### src/rtl/butterfly_r2.sv
// Radix-2 DIT butterfly: X1 = A + W*B, X2 = A - W*B, with optional /2 rounding and saturation.
// Latency 3 cycles, one operand set per cycle, never stalls.
module butterfly_r2 #(
  parameter int bit_width = 16,
  parameter int TW_WIDTH  = 16
) (
  input  logic                        clk,
  input  logic                        rst_n,
  input  logic                        in_valid,
  input  logic                        scale,
  input  logic signed [bit_width-1:0] Re_a,
  input  logic signed [bit_width-1:0] Im_a,
  input  logic signed [bit_width-1:0] Re_b,
  input  logic signed [bit_width-1:0] Im_b,
  input  logic signed [TW_WIDTH-1:0]  Re_w,
  input  logic signed [TW_WIDTH-1:0]  Im_w,
  input  logic                        clr_ovf,
  output logic signed [bit_width-1:0] Re_o_1,
  output logic signed [bit_width-1:0] Im_o_1,
  output logic signed [bit_width-1:0] Re_o_2,
  output logic signed [bit_width-1:0] Im_o_2,
  output logic                        out_valid,
  output logic                        ovf
);

  localparam int PW   = bit_width + TW_WIDTH;
  localparam int SW   = PW + 1;
  localparam int TT   = bit_width + 2;
  localparam int AW   = bit_width + 3;
  localparam int FRAC = TW_WIDTH - 2;

  localparam logic signed [SW-1:0] RND     = SW'(2 ** (FRAC - 1));
  localparam logic signed [AW-1:0] SAT_MAX = AW'(2 ** (bit_width - 1) - 1);
  localparam logic signed [AW-1:0] SAT_MIN = -SAT_MAX - AW'(1);

  // Stage 1: full-width products, A/scale/valid aligned alongside
  logic signed [PW-1:0]        w_p_rr, w_p_ii, w_p_ri, w_p_ir;
  logic signed [PW-1:0]        r1_p_rr, r1_p_ii, r1_p_ri, r1_p_ir;
  logic signed [bit_width-1:0] r1_re_a, r1_im_a;
  logic                        r1_scale, r1_vld;

  assign w_p_rr = PW'(Re_b) * PW'(Re_w);
  assign w_p_ii = PW'(Im_b) * PW'(Im_w);
  assign w_p_ri = PW'(Re_b) * PW'(Im_w);
  assign w_p_ir = PW'(Im_b) * PW'(Re_w);

  always_ff @(posedge clk or negedge rst_n) begin
    if (!rst_n) begin
      r1_p_rr  <= '0;
      r1_p_ii  <= '0;
      r1_p_ri  <= '0;
      r1_p_ir  <= '0;
      r1_re_a  <= '0;
      r1_im_a  <= '0;
      r1_scale <= 1'b0;
      r1_vld   <= 1'b0;
    end else begin
      r1_p_rr  <= w_p_rr;
      r1_p_ii  <= w_p_ii;
      r1_p_ri  <= w_p_ri;
      r1_p_ir  <= w_p_ir;
      r1_re_a  <= Re_a;
      r1_im_a  <= Im_a;
      r1_scale <= scale;
      r1_vld   <= in_valid;
    end
  end

  // Stage 2: complex multiply, round half-up back to sample scale.
  // t keeps one bit beyond the unit-twiddle range so non-unit W cannot wrap.
  logic signed [SW-1:0]        w_t_re_full, w_t_im_full;
  logic signed [TT-1:0]        r2_t_re, r2_t_im;
  logic signed [bit_width-1:0] r2_re_a, r2_im_a;
  logic                        r2_scale, r2_vld;

  assign w_t_re_full = SW'(r1_p_rr) - SW'(r1_p_ii) + RND;
  assign w_t_im_full = SW'(r1_p_ri) + SW'(r1_p_ir) + RND;

  always_ff @(posedge clk or negedge rst_n) begin
    if (!rst_n) begin
      r2_t_re  <= '0;
      r2_t_im  <= '0;
      r2_re_a  <= '0;
      r2_im_a  <= '0;
      r2_scale <= 1'b0;
      r2_vld   <= 1'b0;
    end else begin
      r2_t_re  <= TT'(w_t_re_full >>> FRAC);
      r2_t_im  <= TT'(w_t_im_full >>> FRAC);
      r2_re_a  <= r1_re_a;
      r2_im_a  <= r1_im_a;
      r2_scale <= r1_scale;
      r2_vld   <= r1_vld;
    end
  end

  // Stage 3: add/subtract, optional rounded halving, saturate
  logic signed [AW-1:0]        w_sum [4];
  logic signed [AW-1:0]        w_scl [4];
  logic signed [bit_width-1:0] w_res [4];
  logic [3:0]                  w_sat;

  always_comb begin
    w_sum[0] = AW'(r2_re_a) + AW'(r2_t_re);
    w_sum[1] = AW'(r2_im_a) + AW'(r2_t_im);
    w_sum[2] = AW'(r2_re_a) - AW'(r2_t_re);
    w_sum[3] = AW'(r2_im_a) - AW'(r2_t_im);
    for (int i = 0; i < 4; i++) begin
      w_scl[i] = r2_scale ? ((w_sum[i] + AW'(1)) >>> 1) : w_sum[i];
      w_sat[i] = 1'b0;
      w_res[i] = w_scl[i][bit_width-1:0];
      if (w_scl[i] > SAT_MAX) begin
        w_sat[i] = 1'b1;
        w_res[i] = SAT_MAX[bit_width-1:0];
      end else if (w_scl[i] < SAT_MIN) begin
        w_sat[i] = 1'b1;
        w_res[i] = SAT_MIN[bit_width-1:0];
      end
    end
  end

  always_ff @(posedge clk or negedge rst_n) begin
    if (!rst_n) begin
      Re_o_1    <= '0;
      Im_o_1    <= '0;
      Re_o_2    <= '0;
      Im_o_2    <= '0;
      out_valid <= 1'b0;
      ovf       <= 1'b0;
    end else begin
      Re_o_1    <= w_res[0];
      Im_o_1    <= w_res[1];
      Re_o_2    <= w_res[2];
      Im_o_2    <= w_res[3];
      out_valid <= r2_vld;
      // a new saturation outranks a simultaneous clear
      ovf       <= (ovf & ~clr_ovf) | (r2_vld & (|w_sat));
    end
  end

endmodule

### config.mk
export PLATFORM = sky130hd
export DESIGN_NAME = butterfly_r2
export DESIGN_NICKNAME = d
export VERILOG_FILES = /design/src/rtl/butterfly_r2.sv
export SDC_FILE = /design/constraint.sdc
export NUM_CORES = 2
export LEC_CHECK = 0
export CAP_MARGIN = 20
export CORE_ASPECT_RATIO = 1.2
export CORE_MARGIN = 1.5
export CORE_UTILIZATION = 70
export CTS_BUF_LIST = sky130_fd_sc_hd__clkbuf_8 sky130_fd_sc_hd__clkbuf_16
export DETAILED_ROUTE_END_ITERATION = 8
export PLACE_DENSITY = 0.95
export SYNTH_ARGS = -nofsm -noshare
export SYNTH_HDL_FRONTEND = slang
export SYNTH_SLANG_ARGS = --single-unit
### constraint.sdc
create_clock -name clk -period 8.5 [get_ports clk]
set_input_delay 1.7 -clock clk [delete_from_list [all_inputs] [get_ports clk]]
set_output_delay 1.7 -clock clk [all_outputs]
set_load 0.005 [all_outputs]
* Word-level counts from Yosys, hierarchy flattened
Index checks and enable logic that the tools add are counted.
Word-level totals: word-level logic and storage cells 69, output and inout bits 66, input port bits 101, register bits after elaboration 298
Cells by class: order comparisons 8, muxes and demuxes 20, add/sub/neg operators 12, multiply operators 4, reduce and logical (&&, ||, !) cells 1, bitwise logic cells 4
Operator list (number):
- 16-bit by 16-bit multiplier with 32-bit output | 4
- 16-bit 2-to-1 mux | 8
- 19-bit by 2-bit adder with 19-bit output (second input constant) | 4
- 19-bit by 16-bit greater-than comparator with 1-bit output (second input constant) | 4
- 19-bit by 16-bit less-than comparator with 1-bit output (second input constant) | 4
- 19-bit 2-to-1 mux | 4
- 32-bit by 15-bit adder with 32-bit output (second input constant) | 2
- 16-bit by 18-bit adder with 19-bit output | 2
- 16-bit by 18-bit subtractor with 19-bit output | 2
- 32-bit adder | 1
- 32-bit subtractor | 1
- 1-bit 2-to-1 mux | 8
- 4-bit OR reduction | 1
- 1-bit AND | 2
- 1-bit inverter | 1
- 1-bit OR | 1

* Longest topological paths before layout
depth in word-level cells 9, mapped depth 28

* Worst setup path after synthesis
No wires, ideal clock.
path kind input port to flip-flop, from input port Re_w[1], to register r1_p_ir[31], setup time 0.080 ns, required time 8.420 ns, path slack 0.510 ns, arrival 7.910 ns, path buffers 1, cell stages on the path 26, path through clkbuf_1 -> nand2_1 -> fa_1 -> inv_1 -> fa_1 -> inv_1 -> fa_1 -> inv_1 -> fa_1 -> inv_1 -> fa_1 -> fa_1 -> inv_1 -> ha_1 -> a21o_1 -> a21oi_1 -> nor2b_1 -> a31oi_1 -> inv_1 -> a211oi_1 -> nor3_1 -> a2111oi_0 -> nor3_1 -> a2111o_1 -> a21oi_1 -> xnor2_1
On the way: word-level cells in the longest chain between the ends 1
Ends and longest elaborated chain:
- start: declaration | line 15 | input logic signed [TW_WIDTH-1:0] Re_w,
- 16-bit by 16-bit multiplier with 32-bit output | line 45 | assign w_p_ir = PW'(Im_b) * PW'(Re_w);
- net w_p_ir[31] | line 37 | logic signed [PW-1:0] w_p_rr, w_p_ii, w_p_ri, w_p_ir;
- end signal: assignment | line 61 | r1_p_ir <= w_p_ir;
- end: declaration | line 38 | logic signed [PW-1:0] r1_p_rr, r1_p_ii, r1_p_ri, r1_p_ir;
The timed path passes the listed nets, and every way through them passes these cells.

* Final worst setup path
from input port Re_w[2], to register r1_p_ir[31]
The elaborated chain is that of the path after synthesis.

==> results_dict.tcl <==
set metrics [dict create \
    status "finished clean" \
    track_usage 0.417 \
    reg2reg_depth 14 \
    syn_avg_cell_area_um2 9.23 \
    yosys_warnings 0 \
    rsz0062_at_grt "no" \
    worstSkewPairLatency_ns 0.63 \
    first_pass_iters 9 \
    utilization 0.782 \
    cts_max_level 2 \
    synth_cell_types 118 \
    slew_headroom 0.308 \
    mostFrequentLayoutCells "inv_1 (1354), fa_1 (1052), nand2_1 (720), ha_1 (522), and2_1 (383)" \
    crit_path_max_fanout 11 \
    multiInputGateArea_um2 43000 \
    yosysSeqAreaShare 0.132 \
    async_reset_ff_frac 1.00 \
    hold_class "reg2reg" \
    regToRegSetupSlack_ns 3.37 \
    grt_first_pass_wirelength_um 265000 \
    std_cell_rows 114 \
    n_fill_cell 4736 \
    drt-initial-drc-count 4798 \
    drt-total-wl_um 165000 \
    grt_pass1_vias 51200 \
    vias 46300 \
    final_antenna_net_count 0 \
    ioPinCount 167 \
    routed.top_layer "met5" \
    wl_met1_um 52100 \
    cpMostUsedCell "fa_1" \
    cts_buffer_depth 3 \
    crit_path_start "Re_w[2]" \
    synth-edff-count 0 \
    worstMarginPinSlew_ns 1.03 \
    dr_wl_met2_um 77400 \
    die_area_um2 82500 \
    path_class "in2reg" \
    final_common_cell "inv_1" \
    cts_root_buffer "clkbuf_16" \
    die_w_um 262 \
    syn_nets 7800 \
    place_congestion 0.971 \
    whs_ns 0.347 \
    cts_setup_buffers 0 \
    rr_endpoint "r2_t_im[17]$_DFF_PN0_" \
    worstPathArrival_ns 8.95 \
    wl_met3_um 18300 \
    fin_crit_ns 8.41 \
    grt_max_degree 133 \
    cp-endpoint "r1_p_ir[31]$_DFF_PN0_" \
    crit_path_end_kind "flop" \
    period_share 0.989 \
    cts_tree "done" \
    hold_viol 0 \
    overflow 0 \
    final_max_slew_viol_count 0 \
    die_height_um 314 \
    cpPeakStageDelay_ns 0.57 \
    cts.sinks 298 \
    portBuffers 166 \
    worstPathRequired_ns 9.04 \
    antenna_found_initial 8 \
    layout-drive-gt1-share 0.0739 \
    syn_inst 6125 \
    hold_buffers 0 \
    wl_per_cell_um 22.1 \
    startpoint_type "primary input" \
    core_area_um2 80300 \
    post-place-ws_ns -0.539 \
    nNetsFinal 8071 \
    setup_tns_ns 0 \
    syn-cell-area_um2 56600 \
    dp_hpwl_um 127000 \
    timing.fmax_mhz 119 \
    skew_ns 0.0415 \
    cap_violations 0 \
    area_growth_pct 11.1 \
    regArea_um2 7460 \
    yosys_register_bits 298 \
    path_clk_slew_ns 0.06 \
    synth_flop_cell "dfrtp_1" \
    setup_ws_ns 0.0944 \
    drt-vias-per-instance 6.19 \
    numCtsBuffers 37 \
    drcViolationCount 0 \
    critPathSlowestCell "fa_1" \
    start_util 0.704 \
    reg2reg_from "r1_p_ri[2]$_DFF_PN0_" \
    finalSetupViolCount 0 \
]
==> critical path: cells and delay by family <==
family                   cells  cell delay [ns]
AO/OA/AOI/OAI                5             1.50
XOR/XNOR                     1             0.14
adder cells (fa/ha/maj)      7             3.15
buffers and inverters       10             1.62
AND/OR/NAND/NOR              6             0.85
==> synthesized netlist by cell type (29+ instances only) <==
cell	count	area (um^2)
or3_1	30	188
nor3_1	66	330
inv_1	1351	5070
nor2b_1	34	213
and2_1	383	2400
nand3_1	65	325
fa_1	1052	21100
clkbuf_1	232	871
dfrtp_1	298	7460
a21oi_1	190	951
ha_1	522	6530
xnor2_1	177	1550
nand2_1	720	2700
nor2_1	197	739
o21ai_0	132	661
a21o_1	53	398
o21a_1	46	345
nand2b_1	67	419
and3_1	29	181
xor2_1	46	403
==> cell families (layout without fill, tap and decap cells) <==
| family | Yosys count | in the layout | synth area share |
|---|---|---|---|
| compound gates | 699 | 699 | 0.0854 |
| other cells | 0 | 8 | 0 |
| mux | 8 | 8 | 0.00144 |
| fa+ha+maj | 1574 | 1574 | 0.488 |
| simple gates | 1710 | 1710 | 0.150 |
| buf+inv | 1610 | 1910 | 0.108 |
| flops | 298 | 298 | 0.132 |
| xor+xnor | 226 | 226 | 0.0354 |
==> layer usage <==
metal,GRT usage,vias to the layer above
met5,0,-
met4,0.355,4
met3,0.120,1193
met2,0.682,3209
met1,0.450,22500
li1,-,19400
==> area by class of cell <==
cell class / instances / area share
diodes: 8 / 0.000319
clock buffers: 43 / 0.0162
clock inverters: 25 / 0.00404
inverters: 1353 / 0.0809
multi-input cells: 4217 / 0.685
flip-flops and latches: 298 / 0.119
well taps: 1044 / 0.0208
repair buffers: 489 / 0.0743
==> worst min path at each step <==
stage	to	depth (start not counted)	start
after floorplan	r2_im_a[0]$_DFF_PN0_	0	r1_im_a[0]$_DFF_PN0_
after global placement	r2_im_a[4]$_DFF_PN0_	0	r1_im_a[4]$_DFF_PN0_
after detailed placement	r2_re_a[14]$_DFF_PN0_	0	r1_re_a[14]$_DFF_PN0_
after CTS	r2_re_a[14]$_DFF_PN0_	0	r1_re_a[14]$_DFF_PN0_
after global routing	r2_re_a[14]$_DFF_PN0_	0	r1_re_a[14]$_DFF_PN0_
final	r2_re_a[5]$_DFF_PN0_	0	r1_re_a[5]$_DFF_PN0_
==> repair_timing <==
| action | 4_1_cts | 5_1_grt |
|---|---|---|
| gates resized for setup | 2 | 4 |
| pin swaps | 0 | 0 |
| endpoints found under the setup margin | 1 | 2 |
==> registers in the layout, indices dropped and copies added (netlist names), 16 cells and up <==
signal,flops
r2_re_a,16
r2_t_re,18
r1_p_rr,32
r1_im_a,16
Re_o_2,16
r1_p_ii,32
Im_o_1,16
Im_o_2,16
r1_p_ir,32
r1_p_ri,32
r1_re_a,16
Re_o_1,16
r2_t_im,18
r2_im_a,16
==> per-stage QoR <==
| stage | instance area, um^2 | instances |
|---|---|---|
| global route | 62800 | 7469 |
| finish | 62800 | 7477 |
| global placement | 61500 | 7401 |
| floorplan | 56600 | 6125 |
| CTS | 62800 | 7469 |
| detailed placement | 61500 | 7401 |
Power is not shown: default switching activity piles up to over one toggle a cycle in this logic, so the estimate is an artifact.
